<file path="src/rtl/button_debounce_pulse.sv">
// Push-button conditioner: two-flop synchroniser, counter-based debounce FSM,
// registered level and one-cycle press pulse. Hold-to-repeat under BUTTON_DEBOUNCE_AUTO_REPEAT_EN.
module button_debounce_pulse #(
    parameter int DEBOUNCE_CYCLES = 500000,
    parameter bit BTN_ACTIVE_LOW  = 1'b1,
    parameter int HOLD_CYCLES     = 25000000,
    parameter int REPEAT_CYCLES   = 10000000
) (
    input  logic clk,
    input  logic rst_n,
    input  logic btn_raw,
    output logic btn_level,
    output logic btn_pulse
);

    localparam int            CW       = $clog2(DEBOUNCE_CYCLES + 1);
    localparam logic [CW-1:0] CNT_LAST = CW'(DEBOUNCE_CYCLES - 1);

    typedef enum logic [1:0] {
        IDLE,
        PRESS_WAIT,
        PRESSED,
        RELEASE_WAIT
    } state_t;

    logic          act;
    logic          sync1_q;
    logic          sync2_q;
    state_t        state_q, state_d;
    logic [CW-1:0] cnt_q, cnt_d;
    logic          level_q, level_d;
    logic          pulse_q, pulse_d;

`ifdef BUTTON_DEBOUNCE_AUTO_REPEAT_EN
    localparam int            RPT_MAX     = (HOLD_CYCLES > REPEAT_CYCLES) ? HOLD_CYCLES : REPEAT_CYCLES;
    localparam int            RPW         = $clog2(RPT_MAX + 1);
    localparam logic [RPW-1:0] HOLD_LAST   = RPW'(HOLD_CYCLES - 1);
    localparam logic [RPW-1:0] REPEAT_LAST = RPW'(REPEAT_CYCLES - 1);

    logic [RPW-1:0] rpt_cnt_q, rpt_cnt_d;
    logic           rpt_phase_q, rpt_phase_d;
    logic [RPW-1:0] rpt_target;

    // First repeat waits the hold time, later ones the shorter repeat period.
    assign rpt_target = rpt_phase_q ? REPEAT_LAST : HOLD_LAST;
`endif

    assign act = BTN_ACTIVE_LOW ? ~btn_raw : btn_raw;

    always_ff @(posedge clk or negedge rst_n) begin
        if (!rst_n) begin
            sync1_q <= 1'b0;
            sync2_q <= 1'b0;
            state_q <= IDLE;
            cnt_q   <= '0;
            level_q <= 1'b0;
            pulse_q <= 1'b0;
        end else begin
            sync1_q <= act;
            sync2_q <= sync1_q;
            state_q <= state_d;
            cnt_q   <= cnt_d;
            level_q <= level_d;
            pulse_q <= pulse_d;
        end
    end

`ifdef BUTTON_DEBOUNCE_AUTO_REPEAT_EN
    always_ff @(posedge clk or negedge rst_n) begin
        if (!rst_n) begin
            rpt_cnt_q   <= '0;
            rpt_phase_q <= 1'b0;
        end else begin
            rpt_cnt_q   <= rpt_cnt_d;
            rpt_phase_q <= rpt_phase_d;
        end
    end
`endif

    // A change of sync2 always wins over the counter reaching its terminal value.
    always_comb begin
        state_d = state_q;
        cnt_d   = cnt_q;
        level_d = level_q;
        pulse_d = 1'b0;
`ifdef BUTTON_DEBOUNCE_AUTO_REPEAT_EN
        rpt_cnt_d   = rpt_cnt_q;
        rpt_phase_d = rpt_phase_q;
`endif
        case (state_q)
            IDLE: begin
                if (sync2_q) begin
                    state_d = PRESS_WAIT;
                    cnt_d   = '0;
                end
            end
            PRESS_WAIT: begin
                if (!sync2_q) begin
                    state_d = IDLE;
                    cnt_d   = '0;
                end else if (cnt_q == CNT_LAST) begin
                    state_d = PRESSED;
                    cnt_d   = '0;
                    level_d = 1'b1;
                    pulse_d = 1'b1;
`ifdef BUTTON_DEBOUNCE_AUTO_REPEAT_EN
                    rpt_cnt_d   = '0;
                    rpt_phase_d = 1'b0;
`endif
                end else begin
                    cnt_d = cnt_q + 1'b1;
                end
            end
            PRESSED: begin
                if (!sync2_q) begin
                    state_d = RELEASE_WAIT;
                    cnt_d   = '0;
                end
`ifdef BUTTON_DEBOUNCE_AUTO_REPEAT_EN
                else if (rpt_cnt_q == rpt_target) begin
                    pulse_d     = 1'b1;
                    rpt_cnt_d   = '0;
                    rpt_phase_d = 1'b1;
                end else begin
                    rpt_cnt_d = rpt_cnt_q + 1'b1;
                end
`endif
            end
            RELEASE_WAIT: begin
                if (sync2_q) begin
                    state_d = PRESSED;
                    cnt_d   = '0;
                end else if (cnt_q == CNT_LAST) begin
                    state_d = IDLE;
                    cnt_d   = '0;
                    level_d = 1'b0;
                end else begin
                    cnt_d = cnt_q + 1'b1;
                end
            end
            default: begin
                state_d = IDLE;
                cnt_d   = '0;
                level_d = 1'b0;
            end
        endcase
    end

    assign btn_level = level_q;
    assign btn_pulse = pulse_q;

endmodule

</file>
<file path="config.mk">
export PLATFORM = sky130hd
export DESIGN_NAME = button_debounce_pulse
export DESIGN_NICKNAME = d
export VERILOG_FILES = /design/src/rtl/button_debounce_pulse.sv
export SDC_FILE = /design/constraint.sdc
export NUM_CORES = 1
export LEC_CHECK = 0
export CORE_ASPECT_RATIO = 1.1
export CORE_MARGIN = 2
export CORE_UTILIZATION = 45
export CTS_BUF_LIST = sky130_fd_sc_hd__clkbuf_16
export CTS_CLUSTER_DIAMETER = 60
export DETAILED_ROUTE_END_ITERATION = 6
export PLACE_DENSITY = 0.67
export SLEW_MARGIN = 20
export SYNTH_ARGS = -nofsm -noshare
export SYNTH_HDL_FRONTEND = slang
export SYNTH_SLANG_ARGS = --single-unit
</file>
<file path="constraint.sdc">
create_clock -name clk -period 4.4 [get_ports clk]
set_input_delay 0.66 -clock clk [delete_from_list [all_inputs] [get_ports clk]]
set_output_delay 0.66 -clock clk [all_outputs]
set_load 0.03 [all_outputs]
</file>
==> run_results.csv <==
group,metric,value,unit
status,status,"finished clean",
global_route,grt_pass1_vias,1003,
global_route,grt_max_degree,26,
placement,dp_hpwl,2.00,mm
critical_path,crit_path_start_kind,"flop",
routing,vias,1078,
timing,max_freq,0.460,GHz
clock_network,clk_pin_slew_worst_paths,60,ps
synthesis,ys_ff_latch,25,
routing,dr.first_iter.drc_count,38,
synthesis,yosysSeqAreaShare,0.455,
cells_and_area,mostFrequentLayoutCell,"dfrtp_1",
cells_and_area,fin_nets,155,
clock_network,clockRootBuffer,"clkbuf_16",
pwr,powerDensity,453,nW/µm²
clock_network,holdBufCountCts,0,
floorplanning,coreArea,2970,µm²
pwr,power_switching,238,µW
pwr,switching_share,0.353,
timing,worst_slew_pin_slew,852,ps
clock_network,clock_latency,260,ps
floorplanning,die_area,3510,µm²
critical_path,endpoint_kind,"flop",
synthesis,syn_nets,151,
pwr,p_seq_frac,0.416,
placement,gp_congestion,0.885,
synthesis,synth-edff-count,0,
pwr,p_int,437,µW
cells_and_area,antenna_cells,0,
synthesis,avgSynthCellArea,9.35,µm²
floorplanning,start_util,0.463,
routing,dr.pass1.iters,4,
clock_network,cts_buffers,3,
pwr,finalPower,674,µW
floorplanning,rows,21,
timing,fin_crit,2180,ps
cells_and_area,final_cell_mix,"25 x dfrtp_1, 14 x nand3_1, 13 x nand2_1, 12 x a21oi_1",
job,maxCapViolations,0,
cells_and_area,design_area,1490,µm²
worst_hold_path,hold_path_class,"flop to flop",
timing,final.setup.tns,0,ps
critical_path,crit_type,"flop to flop",
pwr,p_clk_frac,0.294,
pwr,cellLeakagePower,0.000598,µW
timing,finalSetupViolCount,0,
pwr,comb_power_share,0.291,
global_route,antenna_found_initial,0,
routing,via_per_inst,5.86,
timing,hold_viol_final,0,
critical_path,crit_start,"cnt_q[0]",
synthesis,yosys_most_used_dff,"dfrtp_1",
routing,drt_wl_total,2.74,mm
timing,rsz0062_at_grt,"false",
global_route,grt_pass1_wl,4.57,mm
routing,wl_per_cell,14.9,µm
clock_network,clock-sinks,25,
worst_hold_path,min_from,"sync1_q",
timing,finClkSkew,5.81,ps
cells_and_area,final_core_util,0.502,
global_route,grt_usage,0.172,
floorplanning,ios,5,
critical_path,timing.rr.start,"cnt_q[0]",
timing,final.period_utilization,0.495,
cells_and_area,area_growth,8.47,%
floorplanning,die-height,62.0,µm
timing,relSlewSlack,0.432,
timing,drv_slew,0,
global_route,overflow,0,
placement,placed_cell_area,1410,µm²
cells_and_area,drive_above_1_share,0.100,
placement,port_buffers,4,
synthesis,synth.distinct_cells,43,
clock_network,ctsLongestPathBuffers,2,
floorplanning,die_x,56.7,µm
clock_network,tritoncts,"built",
routing,ant_nets,0,
clock_network,cts-htree-levels,1,
synthesis,netlist_instances,147,
pwr,ir_worst_vdd,0.000241,V
clock_network,cts-resized-gates,0,
clock_network,cts_setup_buffers,0,
critical_path,cp.arrival,2330,ps
synthesis,async_flop_share,1.00,
critical_path,crit_fanout,12,
critical_path,cp.required,4550,ps
synthesis,netlist_area,1370,µm²
routing,route.detailed.drc,0,
synthesis,yosys_warnings,0,
## cell type report
class / instances / area [µm²]
sequential: 25 / 626
multi-input combinational: 108 / 674
timing repair buffer: 4 / 35.0
fill: 277 / 1480
inverter: 9 / 33.8
tap: 34 / 42.5
clock buffer: 3 / 75.1
clock inverter: 1 / 3.75
## cell families after synthesis
family / after synthesis / synth area share
mux: 5 / 0.0410
xor+xnor: 3 / 0.0191
simple gates: 65 / 0.277
buf+inv: 14 / 0.0555
flops: 25 / 0.455
compound gates: 34 / 0.143
fa+ha+maj: 1 / 0.00911
## cells in the mapped netlist (all sizes together), types with 2 or more instances
library cell  count  area, µm²
nand3            15       80.1
nand4             3       33.8
buf               4       38.8
or3               6       37.5
a21o              2       15.0
nor2              7       26.3
or2               3       21.3
xor2              2       17.5
o211ai            3       22.5
mux2              2       26.3
nand2            14       60.1
a22o              2       17.5
and2              3       18.8
and3              3       20.0
inv               9       33.8
dfrtp            25        626
a21oi            12       60.1
nor3              5       30.0
o21ai            12       60.1
mux2i             3       30.0
## registers in the layout (all words and copies together) (netlist names), named ones only
| register | cells |
|---|---|
| sync2_q | 1 |
| sync1_q | 1 |
| state_q | 1 |
| btn_pulse | 1 |
| cnt_q | 19 |
| btn_level | 1 |
## metal layers
metal / vias to the layer above / share of wire / track usage
met4: 0 / 0.024 / 0.109
met3: 9 / 0.033 / 0.0290
li1: 530 / - / -
met5: - / 0 / 0
met1: 518 / 0.52 / 0.246
met2: 21 / 0.42 / 0.243
## worst max-delay path, cell delays in order, from the launching register on
cell,delay (ps)
dfrtp_1,400
ha_1,230
nand3_2,140
nor3_1,390
a21o_1,480
o21ai_0,170
a22o_1,250
## power by group through the flow
stage | Combinational (µW) | Sequential [µW] | Clock (µW)
2_1_floorplan | 181 | 270 | 0
3_3_place_gp | 187 | 282 | 0
3_5_place_dp | 195 | 284 | 0
4_1_cts | 196 | 280 | 203
5_1_grt | 217 | 286 | 210
6_report | 196 | 280 | 198
## final timing paths
path                       slack [ps]  cells past startpoint        end
setup / recovery                 2220                      6  cnt_q[17]
hold / removal                    350                      0    sync2_q
setup reg to reg                 2220                      6  cnt_q[17]
hold reg to reg                   350                      0    sync2_q
max in group asynchronous        3640                      1   cnt_q[7]
min in group asynchronous         380                      1   cnt_q[2]
## per-stage QoR
stage	setup WS, ps	instances	hold slack (ps)
floorplan	2600	147	331
global placement	2360	180	338
detailed placement	2250	180	343
CTS	2240	184	357
global route	2030	184	365
finish	2220	184	353
Power figures use the tool's default switching activity.
